### config.mk
export PLATFORM = sky130hd
export DESIGN_NAME = instr_loader
export DESIGN_NICKNAME = d
export VERILOG_FILES = /design/src/rtl/instr_loader_pkg.sv /design/src/rtl/word_assembler.sv /design/src/rtl/instr_loader.sv
export SDC_FILE = /design/constraint.sdc
export NUM_CORES = 1
export LEC_CHECK = 0
export BUFFER_PORTS_ARGS = -buffer_cell sky130_fd_sc_hd__buf_2
export CAP_MARGIN = 20
export CORE_ASPECT_RATIO = 0.5
export CORE_MARGIN = 4
export CORE_UTILIZATION = 50
export CTS_BUF_LIST = sky130_fd_sc_hd__clkbuf_16
export DETAILED_ROUTE_END_ITERATION = 8
export PLACE_DENSITY = 0.83
export SYNTH_ARGS = -nofsm -noshare
export SYNTH_HDL_FRONTEND = slang
export SYNTH_SLANG_ARGS = --single-unit
### constraint.sdc
create_clock -name clk -period 2.6 [get_ports clk]
set_input_delay 0.78 -clock clk [delete_from_list [all_inputs] [get_ports clk]]
set_output_delay 0.78 -clock clk [all_outputs]
set_load 0.02 [all_outputs]
### src/rtl/instr_loader_pkg.sv
// Shared types and constants for the instruction memory loader.
// Optional checksum stage is enabled by defining LOADER_CHECKSUM_EN.
// No logic here; consumed by instr_loader and word_assembler.
package instr_loader_pkg;

    localparam int ADDR_W_DEF = 8;
    localparam int DATA_W_DEF = 16;
    localparam int LEN_MAX    = 2 ** ADDR_W_DEF;

    localparam logic [4:0] HALT_OP = 5'b00001;

    typedef enum logic [3:0] {
        S_IDLE,
        S_LEN_HI,
        S_LEN_LO,
        S_DATA_HI,
        S_DATA_LO,
        S_WRITE,
`ifdef LOADER_CHECKSUM_EN
        S_CSUM,
`endif
        S_DONE,
        S_ERR
    } state_t;

endpackage

### src/rtl/word_assembler.sv
// Pairs stream bytes into big-endian 16-bit words; optional XOR checksum (LOADER_CHECKSUM_EN).
// Latency: word registered on the LO byte strobe; pair is combinational {hi, current byte}.
// Backpressure: none, strobes come from the loader FSM only on accepted bytes.
module word_assembler (
    input  logic        clk,
    input  logic        rst_n,
    input  logic [7:0]  in_byte,
    input  logic        hi_en,
    input  logic        lo_en,
`ifdef LOADER_CHECKSUM_EN
    input  logic        acc_clr,
    input  logic        acc_en,
    output logic [7:0]  csum,
`endif
    output logic [15:0] pair,
    output logic [15:0] word
);

    logic [7:0] hi_q;

    assign pair = {hi_q, in_byte};

    always_ff @(posedge clk or negedge rst_n) begin
        if (!rst_n) begin
            hi_q <= 8'd0;
            word <= 16'd0;
        end else begin
            if (hi_en) hi_q <= in_byte;
            if (lo_en) word <= {hi_q, in_byte};
        end
    end

`ifdef LOADER_CHECKSUM_EN
    always_ff @(posedge clk or negedge rst_n) begin
        if (!rst_n)       csum <= 8'd0;
        else if (acc_clr) csum <= 8'd0;
        else if (acc_en)  csum <= csum ^ in_byte;
    end
`endif

endmodule

### src/rtl/instr_loader.sv
// Byte-stream loader for instruction memory: length header, N big-endian words, optional checksum (LOADER_CHECKSUM_EN).
// Latency: mem_we fires the cycle after each LO byte transfer; at least 3 cycles per word.
// Backpressure: in_ready is dropped during WRITE and outside a session; unaccepted bytes are left on the link.
module instr_loader
    import instr_loader_pkg::*;
#(
    parameter int ADDR_W = ADDR_W_DEF,
    parameter int DATA_W = DATA_W_DEF
) (
    input  logic              clk,
    input  logic              rst_n,
    input  logic              start,
    input  logic              in_valid,
    input  logic [7:0]        in_data,
    output logic              in_ready,
    output logic              mem_we,
    output logic [ADDR_W-1:0] mem_waddr,
    output logic [DATA_W-1:0] mem_wdata,
    output logic              busy,
    output logic              done,
    output logic              err,
    output logic              cpu_run,
    output logic [ADDR_W:0]   word_count
);

    localparam logic [16:0]   LEN_LIM = 17'(1 << ADDR_W);
    localparam logic [ADDR_W:0] ONE   = {{ADDR_W{1'b0}}, 1'b1};

    state_t          state, state_n;
    logic [ADDR_W:0] len_q;
    logic            xfer, hi_en, lo_en, sess_clr, len_ld, len_bad;
    logic [15:0]     pair, word;
    logic [ADDR_W:0] wc_next;

    assign xfer    = in_valid & in_ready;
    assign wc_next = word_count + ONE;
    assign len_bad = (pair == 16'd0) || ({1'b0, pair} > LEN_LIM);

`ifdef LOADER_CHECKSUM_EN
    logic [7:0] csum;
    logic       acc_en;
    assign acc_en = xfer & ((state == S_DATA_HI) | (state == S_DATA_LO));

    word_assembler u_asm (
        .clk     (clk),
        .rst_n   (rst_n),
        .in_byte (in_data),
        .hi_en   (hi_en),
        .lo_en   (lo_en),
        .acc_clr (sess_clr),
        .acc_en  (acc_en),
        .csum    (csum),
        .pair    (pair),
        .word    (word)
    );
`else
    word_assembler u_asm (
        .clk     (clk),
        .rst_n   (rst_n),
        .in_byte (in_data),
        .hi_en   (hi_en),
        .lo_en   (lo_en),
        .pair    (pair),
        .word    (word)
    );
`endif

    assign mem_wdata = word;

    always_comb begin
        state_n  = state;
        in_ready = 1'b0;
        hi_en    = 1'b0;
        lo_en    = 1'b0;
        sess_clr = 1'b0;
        len_ld   = 1'b0;
        mem_we   = 1'b0;
        busy     = 1'b1;
        done     = 1'b0;
        err      = 1'b0;
        cpu_run  = 1'b0;
        case (state)
            S_IDLE, S_DONE, S_ERR: begin
                busy    = 1'b0;
                done    = (state == S_DONE);
                cpu_run = (state == S_DONE);
                err     = (state == S_ERR);
                if (start) begin
                    state_n  = S_LEN_HI;
                    sess_clr = 1'b1;
                end
            end
            S_LEN_HI: begin
                in_ready = 1'b1;
                hi_en    = xfer;
                if (xfer) state_n = S_LEN_LO;
            end
            S_LEN_LO: begin
                in_ready = 1'b1;
                if (xfer) begin
                    len_ld  = !len_bad;
                    state_n = len_bad ? S_ERR : S_DATA_HI;
                end
            end
            S_DATA_HI: begin
                in_ready = 1'b1;
                hi_en    = xfer;
                if (xfer) state_n = S_DATA_LO;
            end
            S_DATA_LO: begin
                in_ready = 1'b1;
                lo_en    = xfer;
                if (xfer) state_n = S_WRITE;
            end
            S_WRITE: begin
                mem_we = 1'b1;
`ifdef LOADER_CHECKSUM_EN
                state_n = (wc_next < len_q) ? S_DATA_HI : S_CSUM;
`else
                state_n = (wc_next < len_q) ? S_DATA_HI : S_DONE;
`endif
            end
`ifdef LOADER_CHECKSUM_EN
            S_CSUM: begin
                in_ready = 1'b1;
                if (xfer) state_n = (in_data == csum) ? S_DONE : S_ERR;
            end
`endif
            default: state_n = S_IDLE;
        endcase
    end

    // word_count doubles as the next write address; mem_waddr keeps the last one used
    always_ff @(posedge clk or negedge rst_n) begin
        if (!rst_n) begin
            state      <= S_IDLE;
            len_q      <= '0;
            word_count <= '0;
            mem_waddr  <= '0;
        end else begin
            state <= state_n;
            if (sess_clr) begin
                word_count <= '0;
                mem_waddr  <= '0;
            end
            if (len_ld)  len_q      <= pair[ADDR_W:0];
            if (lo_en)   mem_waddr  <= word_count[ADDR_W-1:0];
            if (mem_we)  word_count <= wc_next;
        end
    end

endmodule

==> results of run 1 <==
## synth_stat cells, types with 3 or more instances
cell type  number
buf_4           3
nor2_1         16
inv_1           9
mux2_2         33
a22o_1         13
nor2b_1         3
xor2_1          3
o21ai_0        12
nand3_1         5
xnor2_1         5
nor3_1          3
nor4_1          3
ha_1           11
dfrtp_1        53
nand2b_1        3
and3_1          3
nand2_1        14
a21oi_1         7
## timing repair
item                                    4_1_cts  5_1_grt
endpoints found under the setup margin        0        3
gates resized for setup                       0        4
endpoints found under the hold margin         0        0
## cell usage in the layout (no fill, tap or decap), types with 2 or more instances in the layout
cell type / netlist / layout
xnor2_2: 1 / 2
nand3_1: 5 / 5
nand2_1: 14 / 14
and3_1: 3 / 3
nor4_1: 3 / 3
nand4_2: 2 / 2
nor2b_1: 3 / 3
a22o_1: 13 / 13
o21ai_0: 12 / 12
buf_4: 3 / 7
nor3_1: 3 / 3
xnor2_1: 5 / 4
ha_1: 11 / 10
and2_1: 2 / 2
a21oi_1: 7 / 7
dfrtp_2: 0 / 2
buf_2: 1 / 50
dfrtp_1: 53 / 51
nand2b_1: 3 / 3
mux2_2: 33 / 33
clkbuf_16: 0 / 5
inv_1: 9 / 9
nor2_1: 16 / 16
xor2_1: 3 / 3
nor3_4: 2 / 2
## flip-flops by register name, summed over array words and instances, names as in the netlist
signal      count
len_q           9
mem_waddr       8
state           3
u_asm.hi_q      8
u_asm.word     16
word_count      9
## worst max-delay path by stage
stage / from / end / slack [ps] / depth (start not counted)
2_1_floorplan: word_count[0] / state[2] / 300 / 10
3_3_place_gp: in_data[5] / len_q[0] / 190 / 6
3_5_place_dp: in_data[1] / len_q[3] / 110 / 6
4_1_cts: state[2] / in_ready / 120 / 4
5_1_grt: state[2] / in_ready / -20 / 4
6_report: state[2] / in_ready / 110 / 4
## metrics by stage
step	hold slack [ps]	TNS, ps	power [uW]
after floorplan	473	0	1980
after global placement	476	0	2270
after detailed placement	478	0	2320
after CTS	498	0	2970
after global routing	511	-18.6	3140
final	475	0	2960
## cell families after synthesis
family                   Yosys count  synth area share (%)
adder cells (fa/ha/maj)           11                  5.22
multiplexers                      33                  14.1
AND/OR/NAND/NOR                   59                  12.2
buffers and inverters             16                  3.32
XOR/XNOR                           9                  3.27
AO/OA/AOI/OAI                     43                  11.7
flip-flops                        53                  50.3
## critical path, cell delays in order (launching register included)
cell	delay, ps
dfrtp_1	630
inv_1	170
ha_1	260
o21bai_2	210
buf_2	160
## area by class of cell
cell class | instances | area [um2] | share of cell area, %
Sequential cell | 53 | 1330 | 42.4
Multi-Input combinational cell | 155 | 1230 | 39.4
Timing Repair Buffer | 57 | 303 | 9.66
Clock buffer | 5 | 125 | 3.99
Tap cell | 70 | 87.6 | 2.80
Inverter | 10 | 37.5 | 1.20
Clock inverter | 2 | 16.3 | 0.519
## power groups by stage
stage                     sequential (uW)  combinational [uW]  clock [uW]
after floorplan                      1330                 643           0
after global placement               1200                1070           0
after detailed placement             1220                1110           0
after CTS                            1210                1120         646
after global routing                 1240                1220         685
final                                1210                1120         636
## metal layers
layer,global-route usage (%),wire length (um),vias to the layer above
met5,0,0,-
met4,5.61,74,0
met3,4.18,365,11
met2,29.4,2610,76
met1,24.4,2600,938
li1,-,-,934
==> metrics.md, run 1 <==
| Metric | Value |
|---|---|
| Maximum frequency from static timing analysis | ~400 MHz |
| Distinct cell type count after synthesis | 39 |
| Worst Path Max Fanout | 15 |
| Post-route worst setup slack | around 110 ps |
| Hold Vio Cnt, Final | 0 |
| Worst ir drop on vdd | 388 uV |
| Final Util | between 60 and 70% |
| Count of pins over their slew limit | 0 |
| Part of the total power dissipated in combinational logic | around 38% |
| Worst setup timing slack at the placement stage | around 110 ps |
| Hold Crit Class | input port to async pin |
| Net switching power figure | 1100 uW |
| Ratio of final minimum period to clock period | a little over nine tenths |
| CTS root buf | clkbuf_16 |
| Routed length per placed instance | 16.1 um |
| Remaining max-slew budget at the tightest pin | between 60% and 70% |
| Ranking of synthesized cells by area | dfrtp_1, mux2_2, ha_1 |
| Synth warn | 0 |
| Number of instances in the synthesized netlist | between 200 and 250 |
| Worst skew pair latency | slightly below 300 ps |
| Wirelength, routed | ~5.7 mm |
| TritonCTS clock tree | built |
| Nets in the synthesized netlist | 247 |
| Ys flop type | dfrtp_1 |
| Core ar. | about 5000 um2 |
| Share of the synthesized area in the top cell type | between 50 and 60% |
| Register-to-Register Path Depth | 10 |
| Int Pwr | between 1500 and 2000 uW |
| Proportion of total power due to net switching | 37.2% |
| Die width | around 110 um |
| Syn-to-layout area delta | 18.7% |
| Terminus of the critical flop-to-flop path | state[2] |
| Number of cells in the design after placement | 345 |
| Critical Path AT | ~1700 ps |
| Synthesized area | 2640 um2 |
| First-pass detailed-route iteration total | 4 |
| Remaining global-route overflow | 0 |
| Sequential power share | 40.8% |
| Finished Layout Cells | ~350 |
| Vias in the first global route | 1971 |
| Sequential element share of the synthesized area | 50.3% |
| Clock power share | 21.5% |
| Mean cell area of the mapped netlist | about 12 um2 |
| Seq cells post-synth | 53 |
| Final GP Congestion | 0.878 |
| Run status | complete, no violations |
| Synth async-reset ratio | between 90% and 100% |
| Antenna violations before repair | 0 |
| Wire length of the first global-routing pass | 9.41 mm |
| CTS HTree Levels | 2 |
| Leakage dissipation | about 0.0016 uW |
| Start of the worst register-to-register path | word_count[3] |
| Setup crit start kind | register |
| Transition at the pin with the smallest max-transition slack | 557 ps |
| R2R Setup Slk | roughly 130 ps |
| Critical path type | register to output pin |
| Antenna diode count | 0 |
| RSZ-0062 raised after global routing | true |
| Final ANT Viol Nets | 0 |
| Share of cells above drive strength 1 | approximately 39% |
| Number of maximum-capacitance constraint violations | 0 |
| Post-CTS Hold Buffers | 0 |
| Initial cell density of the core | 52.5% |
| Dpl cell area | a little under 3000 um2 |
| Buffers on Ports | 50 |
| Number of DRC violations after detailed-routing iteration 0 | just over 90 |
| Vias per cell | ~5.6 |
| Final HPWL DP | approximately 4.2 mm |
| Overall global routing resource usage | a little under a fifth |
| # setup viols final | 0 |
| Final period demand of the worst path | approximately 2500 ps |
| Number of setup buffers added after CTS | 0 |
| Power Density | between 900 and 1000 nW/um2 |
| Largest area contributor in the netlist | dfrtp_1 |
| Worst clock skew | between 7 and 8 ps |
| EDFF count, synth | 0 |
| Number of nets in the layout | 305 |
| Number of fill cells | around 390 |
| Std cell rows | 18 |
| DRC violation count after routing | 0 |
| Clk slew on worst S/H paths | ~70 ps |
| Total Die Area | 6570 um2 |
| TritonCTS Buffers | 5 |
| Via count | roughly 2000 |
| Worst endpoint required time | between 1500 and 2000 ps |
| Final std cell area, no fill | 3130 um2 |
| Clock Tree Buf Depth | 2 |
| Setup crit end kind | output pin |
| Clock tree sinks | 53 |
| Die height | around 60 um |
| Top-Level Pins | 51 |
| Maximum number of pins on one net before global-route repair | 27 |
(Power assumes the default switching activity.)
==> run 2, diff against run 1 <==
--- a/config.mk
+++ b/config.mk
@@ -5,12 +5,13 @@
 export SDC_FILE = /design/constraint.sdc
 export NUM_CORES = 1
 export LEC_CHECK = 0
-export BUFFER_PORTS_ARGS = -buffer_cell sky130_fd_sc_hd__buf_2
+export ABC_AREA = 1
+export BUFFER_PORTS_ARGS = -buffer_cell sky130_fd_sc_hd__buf_4
 export CAP_MARGIN = 20
 export CORE_ASPECT_RATIO = 0.5
 export CORE_MARGIN = 4
 export CORE_UTILIZATION = 50
-export CTS_BUF_LIST = sky130_fd_sc_hd__clkbuf_16
+export CTS_BUF_LIST = sky130_fd_sc_hd__clkbuf_8
 export DETAILED_ROUTE_END_ITERATION = 8
 export PLACE_DENSITY = 0.83
 export SYNTH_ARGS = -nofsm -noshare
==> run 2 against run 1 <==
  * Register-to-register slack worse by 30 ps
  * Flip-flop and latch count is the same
  * Hold slack better by 1.1 ps
  * Power up 12%
==> metrics.md, run 2 <==
| Metric | Value |
|---|---|
| Clock tree sinks | 53 |
| Wirelength, routed | between 6 and 7 mm |
| Buffers on Ports | 50 |
| DRC violation count after routing | 0 |
| Die width | 112 um |
| Vias per cell | 5.02 |
| Critical path type | register to register |
| Largest area contributor in the netlist | dfrtp_1 |
| Overall global routing resource usage | between 10% and 20% |
| Worst Path Max Fanout | 4 |
| Hold Crit Class | input port to async pin |
| Distinct cell type count after synthesis | 33 |
| Ranking of synthesized cells by area | dfrtp_1, nand2_1, inv_1 |
| Net switching power figure | between 1000 and 1500 uW |
| Synth async-reset ratio | 100% |
| Run status | complete, no violations |
| Number of maximum-capacitance constraint violations | 0 |
| Antenna violations before repair | 0 |
| Clock Tree Buf Depth | 2 |
| Seq cells post-synth | between 50 and 60 |
| Proportion of total power due to net switching | roughly 41% |
| GR Util met2 | between 30 and 40% |
| Final std cell area, no fill | 3350 um2 |
| TritonCTS Buffers | 5 |
| Worst ir drop on vdd | 401 uV |
| Initial cell density of the core | 53.6% |
| Power Density | 992 nW/um2 |
| # setup viols final | 0 |
| Routing usage on met1 | around a quarter |
| Leakage dissipation | ~0.0018 uW |
| Synthesized area | between 2000 and 3000 um2 |
| Top-Level Pins | 51 |
| Die height | between 60 and 70 um |
| Worst clock skew | around 7.6 ps |
| Std cell rows | 18 |
| Most common cell after layout, fill and taps aside | nand2_1 |
| Routed length per placed instance | between 10 and 15 um |
| Total Die Area | between 6000 and 7000 um2 |
| CTS root buf | clkbuf_8 |
| Via count | about 2300 |
| Number of instances in the synthesized netlist | 324 |
| Setup crit start kind | register |
| Int Pwr | slightly below 2000 uW |
| Ranking of synthesized cells by instance count | nand2_1, dfrtp_1, inv_1 |
| Syn-to-layout area delta | 22.8% |
| Vias in the first global route | ~2200 |
| Post-Route Setup TNS | 0 ps |
| First-pass detailed-route iteration total | 4 |
| Final ANT Viol Nets | 0 |
| Transition at the pin with the smallest max-transition slack | 789 ps |
| Dpl cell area | roughly 3200 um2 |
| Clk slew on worst S/H paths | about 100 ps |
| Share of cells above drive strength 1 | 27.6% |
| Commonest non-fill, non-tap cells in the layout | nand2_1, buf_4, dfrtp_1 |
| Final worst hold slack | roughly 480 ps |
| Most common cell in the netlist | nand2_1 |
| Max reg flops | 16 |
| Nets in the synthesized netlist | 347 |
| Setup crit end kind | register |
| Wire length of the first global-routing pass | approximately 10 mm |
| Maximum number of pins on one net before global-route repair | 54 |
| Worst endpoint required time | between 2000 and 3000 ps |
| Sequential element share of the synthesized area | 48.6% |
| Ratio of final minimum period to clock period | between 90 and 100% |
| Worst skew pair latency | 320 ps |
| Core ar. | 5090 um2 |
| Count of pins over their slew limit | 0 |
| Post-CTS Hold Buffers | 0 |
| Final GP Congestion | roughly 0.92 |
| Met3 usage | 4.55% |
| Remaining global-route overflow | 0 |
| Final HPWL DP | 4.44 mm |
| Final period demand of the worst path | between 2000 and 2500 ps |
| Share of the synthesized area in the top cell type | approximately 49% |
| Synth warn | 0 |
| Number of nets in the layout | slightly above 400 |
| Sequential power share | 37.6% |
| Mean cell area of the mapped netlist | about 8.4 um2 |
| Remaining max-slew budget at the tightest pin | a little under half |
| Hold Vio Cnt, Final | 0 |
| Antenna diode count | 0 |
| Register with the most flip-flops | u_asm.word |
| Part of the total power dissipated in combinational logic | between 40% and 50% |
| CTS HTree Levels | 2 |
| Ys flop type | dfrtp_1 |
| Largest registers ranked by flip-flop count | u_asm.word (16), len_q (9), word_count (9) |
| TritonCTS clock tree | built |
| Maximum frequency from static timing analysis | roughly 400 MHz |
| EDFF count, synth | 0 |
| Critical Path AT | 2710 ps |
| Top Usage Layer GRT | met2 |
| Number of DRC violations after detailed-routing iteration 0 | between 100 and 150 |
| Clock power share | around 18% |
run 2: cell types whose count changed in the layout (fill, tap and decap cells not counted), moves of 13 or more:
| cell | delta |
|---|---|
| a22o_1 | -13 |
| buf_2 | -50 |
| buf_4 | +49 |
| nand2_1 | +83 |
| inv_1 | +36 |
| mux2_2 | -26 |
run 2: final cells by class:
cell class / instances / area, um2
fill: 401 / 1740
sequential: 53 / 1330
multi-input combinational: 215 / 1210
timing repair buffer: 56 / 420
inverter: 49 / 184
tap: 70 / 87.6
clock buffer: 6 / 82.6
clock inverter: 2 / 37.5
run 2: power by group through the flow:
| stage | Clock [uW] | Combinational, uW | Sequential [uW] |
|---|---|---|---|
| after global routing | 640 | 1650 | 1280 |
| after detailed placement | 0 | 1380 | 1270 |
| after CTS | 606 | 1400 | 1250 |
| after global placement | 0 | 1340 | 1250 |
| after floorplan | 0 | 802 | 1370 |
| final | 595 | 1480 | 1250 |
run 2: kinds of logic after synthesis:
logic type	share of synthesized area [%]
simple gates	25.8
buf+inv	8.58
flops	48.6
compound gates	8.76
xor+xnor	0.321
fa+ha+maj	5.05
mux	2.89
run 2: final timing paths:
path	slack, ps	endpoint	cells past startpoint	startpoint
max in group asynchronous	1680	state[0]	1	rst_n
setup reg to reg	100	state[2]	16	word_count[0]
hold / removal	480	u_asm.word[14]	1	rst_n
hold reg to reg	490	len_q[3]	2	len_q[3]
setup / recovery	100	state[2]	16	word_count[0]
min in group clk	490	len_q[3]	2	len_q[3]
run 2: per-stage QoR:
step	utilization [%]	total power (uW)	setup WS, ps	instances
floorplan	-	2170	98.1	324
CTS	64.5	3250	30.7	448
global placement	62.1	2580	150	440
global route	65.8	3570	-85.8	451
finish	65.8	3320	102	451
detailed placement	62.1	2640	59.7	440
run 2: metal layers:
metal | wire length, um | part of all wire, % | vias up
met5 | 0 | 0 | -
met4 | 139 | 2.3 | 0
met3 | 288 | 4.7 | 14
met2 | 2940 | 48 | 60
met1 | 2780 | 45 | 1054
li1 | - | - | 1136
run 2: critical path, cell delays in order, from the launching register on:
cell and delay, ps:
dfrtp_1 410, ha_2 200, nand2_1 50, inv_1 70, nand2_1 70, nor2_2 160, nand4_1 130, or2_4 260
and2_1 160, ha_4 220, a21o_1 180, nor2_1 120, nand3_2 100, nand2_1 70, nand3_1 70, nand2_1 80
nand2_1 50
run 2: what timing repair did:
item	in CTS	in global routing
hold endpoints to repair	0	0
buffers inserted	0	3
setup endpoints to repair	0	2
resized for setup	0	11
==> run 3, diff against run 2 <==
--- a/config.mk
+++ b/config.mk
@@ -13,6 +13,7 @@
 export CORE_UTILIZATION = 50
 export CTS_BUF_LIST = sky130_fd_sc_hd__clkbuf_8
 export DETAILED_ROUTE_END_ITERATION = 8
+export GPL_TIMING_DRIVEN = 0
 export PLACE_DENSITY = 0.83
 export SYNTH_ARGS = -nofsm -noshare
 export SYNTH_HDL_FRONTEND = slang
==> run 3 against run 2 <==
  * Via count is 0.71% lower
  * Core utilization is 0.76 points lower
  * Clock skew is 3.4 ps lower
  * Critical endpoint unchanged
  * Largest power group unchanged
==> metrics.md, run 3 (synthesis results as in run 2) <==
| Metric | Value |
|---|---|
| Terminus of the critical flop-to-flop path | state[2] |
| RSZ-0062 raised after global routing | false |
| Vias per cell | 4.94 |
| Number of nets in the layout | 407 |
| Initial cell density of the core | between 50% and 60% |
| Number of DRC violations after detailed-routing iteration 0 | slightly above 100 |
| Setup crit start kind | register |
| Antenna violations before repair | 0 |
| Buffers on Ports | 50 |
| CTS HTree Levels | 2 |
| Setup crit end kind | register |
| Highest metal layer with signal wires | met4 |
| Core ar. | 5090 um2 |
| Worst Path Max Fanout | 4 |
| Final HPWL DP | ~4.6 mm |
| Std cell rows | 18 |
| Final GP Congestion | between 0.9 and 1 |
| Register with the most flip-flops | u_asm.word |
| Hold Crit Class | register to register |
| Remaining max-slew budget at the tightest pin | a little under three fifths |
| Ratio of final minimum period to clock period | between 90 and 100% |
| # setup viols final | 0 |
| Die height | ~60 um |
| Critical path type | register to register |
| Wirelength, routed | between 6 and 7 mm |
| Antenna diode count | 0 |
| Maximum frequency from static timing analysis | between 400 and 500 MHz |
| Remaining global-route overflow | 0 |
| Post-CTS Hold Buffers | 0 |
| Register-to-Register Path Depth | 16 |
| Most common cell after layout, fill and taps aside | nand2_1 |
| Final ANT Viol Nets | 0 |
| Hold wc startpoint | u_asm.word[1] |
| First-pass detailed-route iteration total | 6 |
| Top-Level Pins | 51 |
| Commonest non-fill, non-tap cells in the layout | nand2_1, buf_4, dfrtp_1 |
| Post-route met1 wirelength | 2.78 mm |
| Worst endpoint required time | about 2800 ps |
| Largest registers ranked by flip-flop count | u_asm.word (16), len_q (9), word_count (9) |
| DRC violation count after routing | 0 |
| Routed length per placed instance | between 10 and 15 um |
| Clock Tree Buf Depth | 2 |
| Worst ir drop on vdd | a little under 500 uV |
| Routed wire length on met3 | roughly 380 um |
| Hold Vio Cnt, Final | 0 |
| Clk slew on worst S/H paths | 90 ps |
| Power Density | 941 nW/um2 |
| Vias in the first global route | 2223 |
| Wire length of the first global-routing pass | 10.2 mm |
| Via count | 2248 |
| Clock tree sinks | 53 |
| Die width | about 110 um |
| Count of pins over their slew limit | 0 |
| Endpoint of the worst hold path | u_asm.word[1] |
| Final worst hold slack | 491 ps |
| Max reg flops | 16 |
| Final period demand of the worst path | 2500 ps |
| Transition at the pin with the smallest max-transition slack | ~640 ps |
| Total Die Area | roughly 6800 um2 |
| Maximum number of pins on one net before global-route repair | 54 |
| Sum of internal, switching and leakage power | between 3000 and 4000 uW |
| Leakage dissipation | about 0.0018 uW |
| TritonCTS Buffers | 5 |
| Start of the worst register-to-register path | word_count[1] |
| Worst clock skew | about 4.2 ps |
| TritonCTS clock tree | built |
| Worst skew pair latency | ~300 ps |
| Critical Path AT | around 2700 ps |
| R2R Setup Slk | 100 ps |
| Overall global routing resource usage | 19.1% |
| Number of maximum-capacitance constraint violations | 0 |
| Number of instances on the worst hold path | 2 |
| CTS root buf | clkbuf_8 |
| Total met2 wirelength after detailed routing | between 2 and 3 mm |
| Syn-to-layout area delta | 21.4% |
| Run status | complete, no violations |
| Share of cells above drive strength 1 | around a quarter |
## run 3: changes by cell type in the layout (fill, tap and decap cells not counted), sizes merged
cell and delta:
clkinvlp -1, buf +1, bufinv -1, inv +3
clkbuf +2
## run 3: repair_timing
action                     4_1_cts  5_1_grt
buffers inserted                 1        2
setup endpoints to repair        2        3
gates resized for setup          1        8
pin swaps                        0        4
## run 3: power breakdown
part	internal [uW]	total [uW]	switching, uW
clock network	180	431	251
registers	1060	1220	167
logic	575	1460	885
## run 3: per-stage QoR
stage	cells	util [%]	cell area, um2	worst slack [ps]	setup TNS, ps
global route	455	65.0	3310	2.85	0
global placement	444	62.7	3190	58.9	0
floorplan	324	-	2730	98.1	0
finish	455	65.0	3310	104	0
CTS	453	64.5	3280	50.4	0
detailed placement	444	62.7	3190	-13.0	-17.3
## run 3: layout make-up
cell class,instances,area [um2]
buffer,7,50.0
clock buffer,5,68.8
clock inverter,3,11.3
fill,437,1780
inverter,49,184
multi-input combinational,215,1180
sequential,53,1330
tap,70,87.6
timing repair buffer,53,398
## run 3: critical path, cell delays in order, from the launching register on
cell and delay [ps]:
dfrtp_1 420, ha_2 200, nand2_1 60, inv_2 70, nand2_2 60, nor2_4 130
nand4_1 120, or2_4 250, and2_1 140, ha_1 290, a21o_1 180, nor2_1 100
nand3_1 110, nand2_1 70, nand3_1 70, nand2_1 60, nand2_1 40
## run 3: how the worst max path moves through the flow
stage | from | endpoint | slack [ps] | cells past startpoint
final | word_count[1] | state[2] | 100 | 16
after detailed placement | word_count[0] | state[0] | -10 | 16
after floorplan | word_count[0] | state[2] | 100 | 16
after CTS | word_count[1] | state[0] | 50 | 16
after global routing | word_count[1] | state[2] | 3 | 16
after global placement | word_count[0] | state[2] | 60 | 16
## run 3: layer usage
metal | up-vias | GRT usage [%]
li1 | 1141 | -
met1 | 1052 | 24.7
met2 | 50 | 32.2
met3 | 5 | 4.85
met4 | 0 | 6.34
met5 | - | 0
